===== config.mk =====
export PLATFORM = sky130hd
export DESIGN_NAME = msb_word_decoder
export DESIGN_NICKNAME = d
export VERILOG_FILES = /design/src/rtl/msb_pkg.sv /design/src/rtl/msb_pos_dec.sv /design/src/rtl/msb_word_decoder.sv
export SDC_FILE = /design/constraint.sdc
export NUM_CORES = 1
export LEC_CHECK = 0
export CAP_MARGIN = 20
export CORE_UTILIZATION = 55
export CTS_BUF_LIST = sky130_fd_sc_hd__clkbuf_2 sky130_fd_sc_hd__clkbuf_4 sky130_fd_sc_hd__clkbuf_8
export DETAILED_ROUTE_END_ITERATION = 7
export GPL_ROUTABILITY_DRIVEN = 0
export PLACE_DENSITY = 0.83
export SLEW_MARGIN = 20
export SYNTH_ARGS = -nofsm -noshare
export SYNTH_HDL_FRONTEND = slang
export SYNTH_SLANG_ARGS = --single-unit

===== constraint.sdc =====
create_clock -name clk -period 2.1 [get_ports clk]
set_input_delay 0.42 -clock clk [delete_from_list [all_inputs] [get_ports clk]]
set_output_delay 0.42 -clock clk [all_outputs]
set_load 0.02 [all_outputs]

===== src/rtl/msb_pkg.sv =====
// msb_pkg: shared constants and FSM state type for the
// MSB position decoder slice (position width, count ceiling).
package msb_pkg;

  localparam int POS_W = 8;

  localparam logic [POS_W-1:0] CNT_MAX = 8'hFF;

  typedef enum logic {
    ACC  = 1'b0,
    HOLD = 1'b1
  } msb_dec_state_t;

endpackage


===== src/rtl/msb_pos_dec.sv =====
// msb_pos_dec: combinational 1-based position -> N-bit mask.
// Ports: pos (0 = no bit), mask (N bits), oob (pos > N).
// Build option MSB_DEC_THERMO_EN: mask is bits [pos-1:0]
// instead of the one-hot bit pos-1.
module msb_pos_dec
  import msb_pkg::*;
#(
  parameter int N = 32
) (
  input  logic [POS_W-1:0] pos,
  output logic [N-1:0]     mask,
  output logic             oob
);

  localparam logic [POS_W-1:0] NP = POS_W'(N);

  assign oob = (pos > NP);

  always_comb begin
    mask = '0;
    for (int i = 0; i < N; i++) begin
`ifdef MSB_DEC_THERMO_EN
      mask[i] = (pos > POS_W'(i)) && !oob;
`else
      mask[i] = (pos == POS_W'(i + 1));
`endif
    end
  end

endmodule


===== src/rtl/msb_word_decoder.sv =====
// msb_word_decoder: OR-accumulates decoded positions into a
// word; emits word/count/err on a valid/ready port at in_last.
// Ports: clk, rst (sync, high), in_pos/in_last/in_valid/in_ready,
// out_word/out_count/out_err/out_valid/out_ready.
// Build option MSB_DEC_THERMO_EN selects thermometer decode.
module msb_word_decoder
  import msb_pkg::*;
#(
  parameter int N = 32
) (
  input  logic             clk,
  input  logic             rst,
  input  logic [POS_W-1:0] in_pos,
  input  logic             in_last,
  input  logic             in_valid,
  output logic             in_ready,
  output logic [N-1:0]     out_word,
  output logic [POS_W-1:0] out_count,
  output logic             out_err,
  output logic             out_valid,
  input  logic             out_ready
);

  msb_dec_state_t state;

  logic [N-1:0]     acc;
  logic [POS_W-1:0] cnt;
  logic             err;

  logic [N-1:0]     mask;
  logic             oob;
  logic [N-1:0]     acc_nx;
  logic [POS_W-1:0] cnt_nx;
  logic             err_nx;

  msb_pos_dec #(
    .N (N)
  ) u_dec (
    .pos  (in_pos),
    .mask (mask),
    .oob  (oob)
  );

  assign acc_nx = acc | mask;
  assign err_nx = err | oob;
  assign cnt_nx = (cnt == CNT_MAX) ? cnt : cnt + 1'b1;

  assign in_ready  = (state == ACC);
  assign out_valid = (state == HOLD);

  always_ff @(posedge clk) begin
    if (rst) begin
      state     <= ACC;
      acc       <= '0;
      cnt       <= '0;
      err       <= 1'b0;
      out_word  <= '0;
      out_count <= '0;
      out_err   <= 1'b0;
    end else begin
      unique case (state)
        ACC: begin
          if (in_valid) begin
            acc <= acc_nx;
            cnt <= cnt_nx;
            err <= err_nx;
            if (in_last) begin
              out_word  <= acc_nx;
              out_count <= cnt_nx;
              out_err   <= err_nx;
              state     <= HOLD;
            end
          end
        end
        HOLD: begin
          if (out_ready) begin
            acc   <= '0;
            cnt   <= '0;
            err   <= 1'b0;
            state <= ACC;
          end
        end
        default: state <= ACC;
      endcase
    end
  end

endmodule


# After elaboration in Yosys (flattened, before gate mapping)

Cells that the tools add are included.
W data, S select, Z words.

Bitwise operators: 3
$lt $le $gt $ge: 1
Reductions and logical operators: 2
$add $sub $neg: 1
Eq/ne operators: 35
Multiplexer cells: 14

Operators with widths:

| kind                  | number |
|---|---|
| $eq A8 B5 Y1 const B  | 16 |
| $eq A8 B4 Y1 const B  | 8 |
| $mux W32              | 2 |
| $pmux W32 S2          | 1 |
| $eq A8 B3 Y1 const B  | 4 |
| $or A32 B32 Y32       | 1 |
| $mux W8               | 3 |
| $eq A8 B2 Y1 const B  | 2 |
| $pmux W8 S2           | 1 |
| $add A8 B1 Y8 const B | 1 |
| $eq A8 B1 Y1 const B  | 1 |
| $eq A8 B6 Y1 const B  | 1 |
| $eq A8 B8 Y1 const B  | 1 |
| $gt A8 B6 Y1 const B  | 1 |
| $mux W1               | 5 |
| $ne A2 B2 Y1 const B  | 2 |
| $pmux W1 S2           | 2 |
| $reduce_and A3 Y1     | 1 |
| $reduce_and A2 Y1     | 1 |
| $not A1 Y1            | 1 |
| $or A1 B1 Y1          | 1 |

Output and inout port bits: 43
Word-level logic and storage cells: 63
Bits in registers: 83
Input bits: 13

# Depth between registers and ports, before layout

Depth after elaboration: 4
Depth in mapped cells: 6
Depth with buffers taken out: 4

# Hierarchy

A second synthesis with hierarchy kept.

Cell total of the unflattened synthesis: 407
Area total of the unflattened synthesis: 3413.3 um^2

Modules (own cells, without submodules):

| module           | cells each | sequential area each (um^2) | area an instance (um^2) | instances |
|---|---|---|---|---|
| msb_word_decoder | 352        | 1661.6                      | 3065.4                  | 1 |
| msb_pos_dec      | 55         | 0.0                         | 347.8                   | 1 |

# Worst setup path before layout

OpenSTA, ideal clock, no wires.

Kind: register -> register
Start: reg cnt[0]
End: reg cnt[5]
Path buffers: 0
Slack: 0.591 ns
Data required time: 1.984 ns
Stages on the path, launching flop included: 5
Period minus slack after synthesis: 1.509 ns
Arrival time: 1.393 ns
Library setup time: 0.116 ns
Cells stage by stage: dfxtp_1 ha_1 and4_1 or4b_1 o211a_1

Cells in the longest elaborated chain, start to end: 4
Elaborated cells on any way between the ends: 5
Those cells by class: 1 x add/sub; 1 x eq/ne; 3 x mux

Ends and longest elaborated chain:

| item                                                 | RTL line               | RTL |
|---|---|---|
| start, declared                                      | msb_word_decoder.sv:27 | `logic [POS_W-1:0] cnt;` |
| start signal, assigned                               | msb_word_decoder.sv:65 | `cnt <= cnt_nx;` |
| $add A8 B1 Y8 / $eq A8 B8 Y1 (equally long branches) | msb_word_decoder.sv:46 | `assign cnt_nx = (cnt == CNT_MAX) ? cnt : cnt + 1'b1;` |
| $mux W8 (*)                                          | msb_word_decoder.sv:46 |  |
| $mux W8 (*)                                          | msb_word_decoder.sv:63 | `if (in_valid) begin` |
| $pmux W8 S2 (*)                                      | msb_word_decoder.sv:61 | `unique case (state)` |

Every way passes the cells marked *; elsewhere a longest branch is shown, timed or not. The select of a mux whose other input is x is not followed.
A chain may end at the register's enable or synchronous reset.

# Worst setup path in the final report

Start: reg state (netlist: out_valid)
End: out out_valid

RTL lines:

| item                   | RTL line               | RTL |
|---|---|---|
| start, declared        | msb_word_decoder.sv:24 | `msb_dec_state_t state;` |
| start signal, assigned | msb_word_decoder.sv:53 | `state <= ACC;` |
| start signal, assigned | msb_word_decoder.sv:71 | `state <= HOLD;` |
| start signal, assigned | msb_word_decoder.sv:80 | `state <= ACC;` |
| end, declared          | msb_word_decoder.sv:20 | `output logic out_valid,` |

No word-level cell between the ends.

==> impl_metrics.py <==
metrics = {
    "worst_setup_path": {
        "worstPathMaxFanout": 11,
        "crit_buf_inv": 1,
        "critPathKind": "register to primary output",
        "cp.arrival_ps": 1580,
        "crit_required_ps": 1680,
        "cp-end-kind": "primary output",
        "critPathLaunchType": "register",
        "critical-path-top-delay-family": "buffers and inverters",
        "r2r_start": "cnt[0]",
        "r2r_slack_ps": 420,
        "r2r_cells": 4,
        "slowest_stage": "clkdlybuf4s50_1",
        "regToRegEndpoint": "cnt[0]",
        "cp_cell_sequence": "clkdlybuf4s50_1",
        "max_stage_delay_ps": 690,
    },
    "place": {
        "place_area_mm2": 0.00414,
        "post-dp-hpwl_mm": 6.02,
        "port_buffers": 55,
    },
    "hold_path": {
        "whs_path_depth": 2,
        "worstHoldStart": "acc[4]",
        "whs_endpoint": "acc[4]",
        "min_path_type": "register to register",
    },
    "detailed_routing": {
        "dr_total_vias": 3204,
        "drt_iter0_drc": 210,
        "ant_nets": 0,
        "wl_per_cell_um": 16.9,
        "viasPerCell": 6.16,
        "drtPass1Iterations": 5,
        "drc": 0,
        "drt_wl_total_mm": 8.77,
    },
    "die": {
        "ios": 56,
        "die_area_mm2": 0.00670,
        "start_util": 0.582,
        "die_x_um": 81.9,
        "core_mm2": 0.00603,
        "rows": 28,
        "die_h_um": 81.9,
    },
    "clocking": {
        "cts_sinks": 83,
        "cts_buffers": 9,
        "cts_tree": "done",
        "cts_hold_buf": 0,
        "htreeDepth": 3,
        "ctsResizeCount": 0,
        "postCtsSetupRepairBufs": 0,
        "clk_pin_slew_ps": 80,
        "clockRootBuffer": "clkbuf_8",
        "clockBufferDepth": 2,
        "clkLatencyLatePin_ps": 350,
    },
    "timing": {
        "whs_ps": 460,
        "final_hold_viol_count": 0,
        "timing.final.crit_period_ps": 2000,
        "tightest_slew_ps": 444,
        "setup_viol": 0,
        "fin_crit_sh": 0.954,
        "rsz0062_at_grt": "false",
        "setup_tns_ps": 0,
        "relSlewSlack": 0.704,
        "fmax_ghz": 0.499,
        "finClkSkew_ps": 11.1,
        "slew_viol_final": 0,
    },
    "finish": {
        "design_area_mm2": 0.00431,
        "syn_to_final_growth_pct": 22.8,
        "n_antenna_cell": 0,
        "nets": 455,
        "drive_gt1_frac": 0.103,
    },
    "global_routing": {
        "grt_util_all_layers": 0.281,
        "overflow": 0,
        "grt_pass1_vias": 2908,
        "antenna_found_initial": 0,
        "grt_max_degree": 50,
        "grt_pass1_wl_mm": 14.2,
    },
    "synth": {
        "synth-edff-count": 0,
        "synth_top_area_share": 0.474,
        "yosys_warnings": 0,
        "syn_inst": 386,
        "synth_cell_types": 50,
        "synth-seq-cells": 83,
        "synth_area_leader_cell": "dfxtp_1",
        "synthesis.nets": 400,
        "ys_async_sr_fraction": 0,
        "syn_area_per_cell_um2": 9.09,
        "synthTopCellsByArea": "dfxtp_1 (47%), a311oi_1 (8.5%), nor3_1 (5.0%)",
        "seq_area_frac_synth": 0.474,
        "synth_flop_cell": "dfxtp_1",
        "syn_area_mm2": 0.00351,
    },
    "run": {
        "max-cap-violations": 0,
    },
    "power": {
        "p_leak_uw": 0.00148,
        "p_total_uw": 3160,
        "power.density_mw_per_mm2": 734,
        "vdd_drop_max_uv": 452,
    },
    "status": {
        "status": "finished, final reports clean",
    },
}
-- worst max path at each step --
stage	from	end	slack, ps	depth (start not counted)
finish	out_valid	out_valid	100	1
global route	out_valid	out_valid	60	1
CTS	out_valid	out_valid	90	1
detailed placement	in_pos[7]	out_word[11]	70	6
global placement	in_valid	out_word[0]	100	5
floorplan	cnt[0]	cnt[5]	590	4
-- per-layer routing --
metal  wire length [µm]  share of wire  track usage  up-vias
li1                   -              -            -     1542
met5                  0              0            0        -
met2               4210           0.48        0.447      132
met4                216          0.025        0.133        0
met1               3770           0.43        0.366     1507
met3                577          0.066       0.0500       23
-- per-stage QoR --
step                 util  worst slack (ps)  cells
detailed placement  0.686              71.2    505
floorplan               -               591    386
finish              0.715              97.3    520
global route        0.715              55.4    520
global placement    0.686              95.1    505
CTS                 0.715              94.7    520
-- kinds of logic (layout without fill, tap and decap cells) --
kind of cell             after synthesis  in the layout  share of synthesized area
flip-flops                            83             83                      0.474
AO/OA/AOI/OAI                        101            101                      0.211
adder cells (fa/ha/maj)                1              1                    0.00357
buffers and inverters                 35             94                     0.0685
AND/OR/NAND/NOR                      164            164                      0.237
multiplexers                           2              2                    0.00571
-- where the power goes --
| part | switching [µW] | total, µW | internal, µW | leakage [µW] |
|---|---|---|---|---|
| Combinational | 269 | 479 | 210 | 0.000726 |
| Clock | 552 | 1020 | 466 | 0.0000809 |
| Sequential | 36.1 | 1660 | 1630 | 0.000675 |
-- cell type report --
type / count / area (µm²)
clock inverters: 4 / 27.5
flip-flops and latches: 83 / 1660
multi-input cells: 268 / 1610
inverters: 2 / 7.51
clock buffers: 11 / 145
fillers: 484 / 1720
repair buffers: 77 / 766
well taps: 75 / 93.8
-- synth_stat cells, drive strengths merged, types with 3 or more instances --
cell,n
nand2,45
a31oi,4
and2,5
dfxtp,83
nor4b,3
nor4,6
nor2,42
a21oi,10
a211oi,8
nand3,3
a32o,8
buf,18
clkbuf,15
and4,3
o21ai,26
nor3,35
a311oi,34
nand2b,4
nor2b,5
nand3b,3
-- sequential cells by signal, indices dropped and copies added (netlist names) --
register,flops
acc,32
out_word,32
cnt,8
out_count,8
err,1
out_err,1
out_valid,1
-- placed cells by master, fill, tap and decap left out, types with 2 or more instances in the layout --
master and n:
clkbuf_8 10, nand3b_1 2, dfxtp_1 83, nor2_1 40
a311oi_1 34, a21oi_1 9, nor4b_1 2, nor2b_1 5
nand3_1 3, nor4_1 5, clkinvlp_4 3, and3_1 2
o21bai_1 2, nand2b_1 4, buf_4 18, nand2_1 45
mux2i_1 2, inv_1 2, a211oi_1 8, a31oi_1 4
o211a_1 2, a32o_1 8, nor2_2 2, nand4_1 2
o21ai_0 26, and4_1 3, nor3_1 35, buf_12 4
clkdlybuf4s50_1 55, and2_1 4
(Power assumes the default switching activity.)
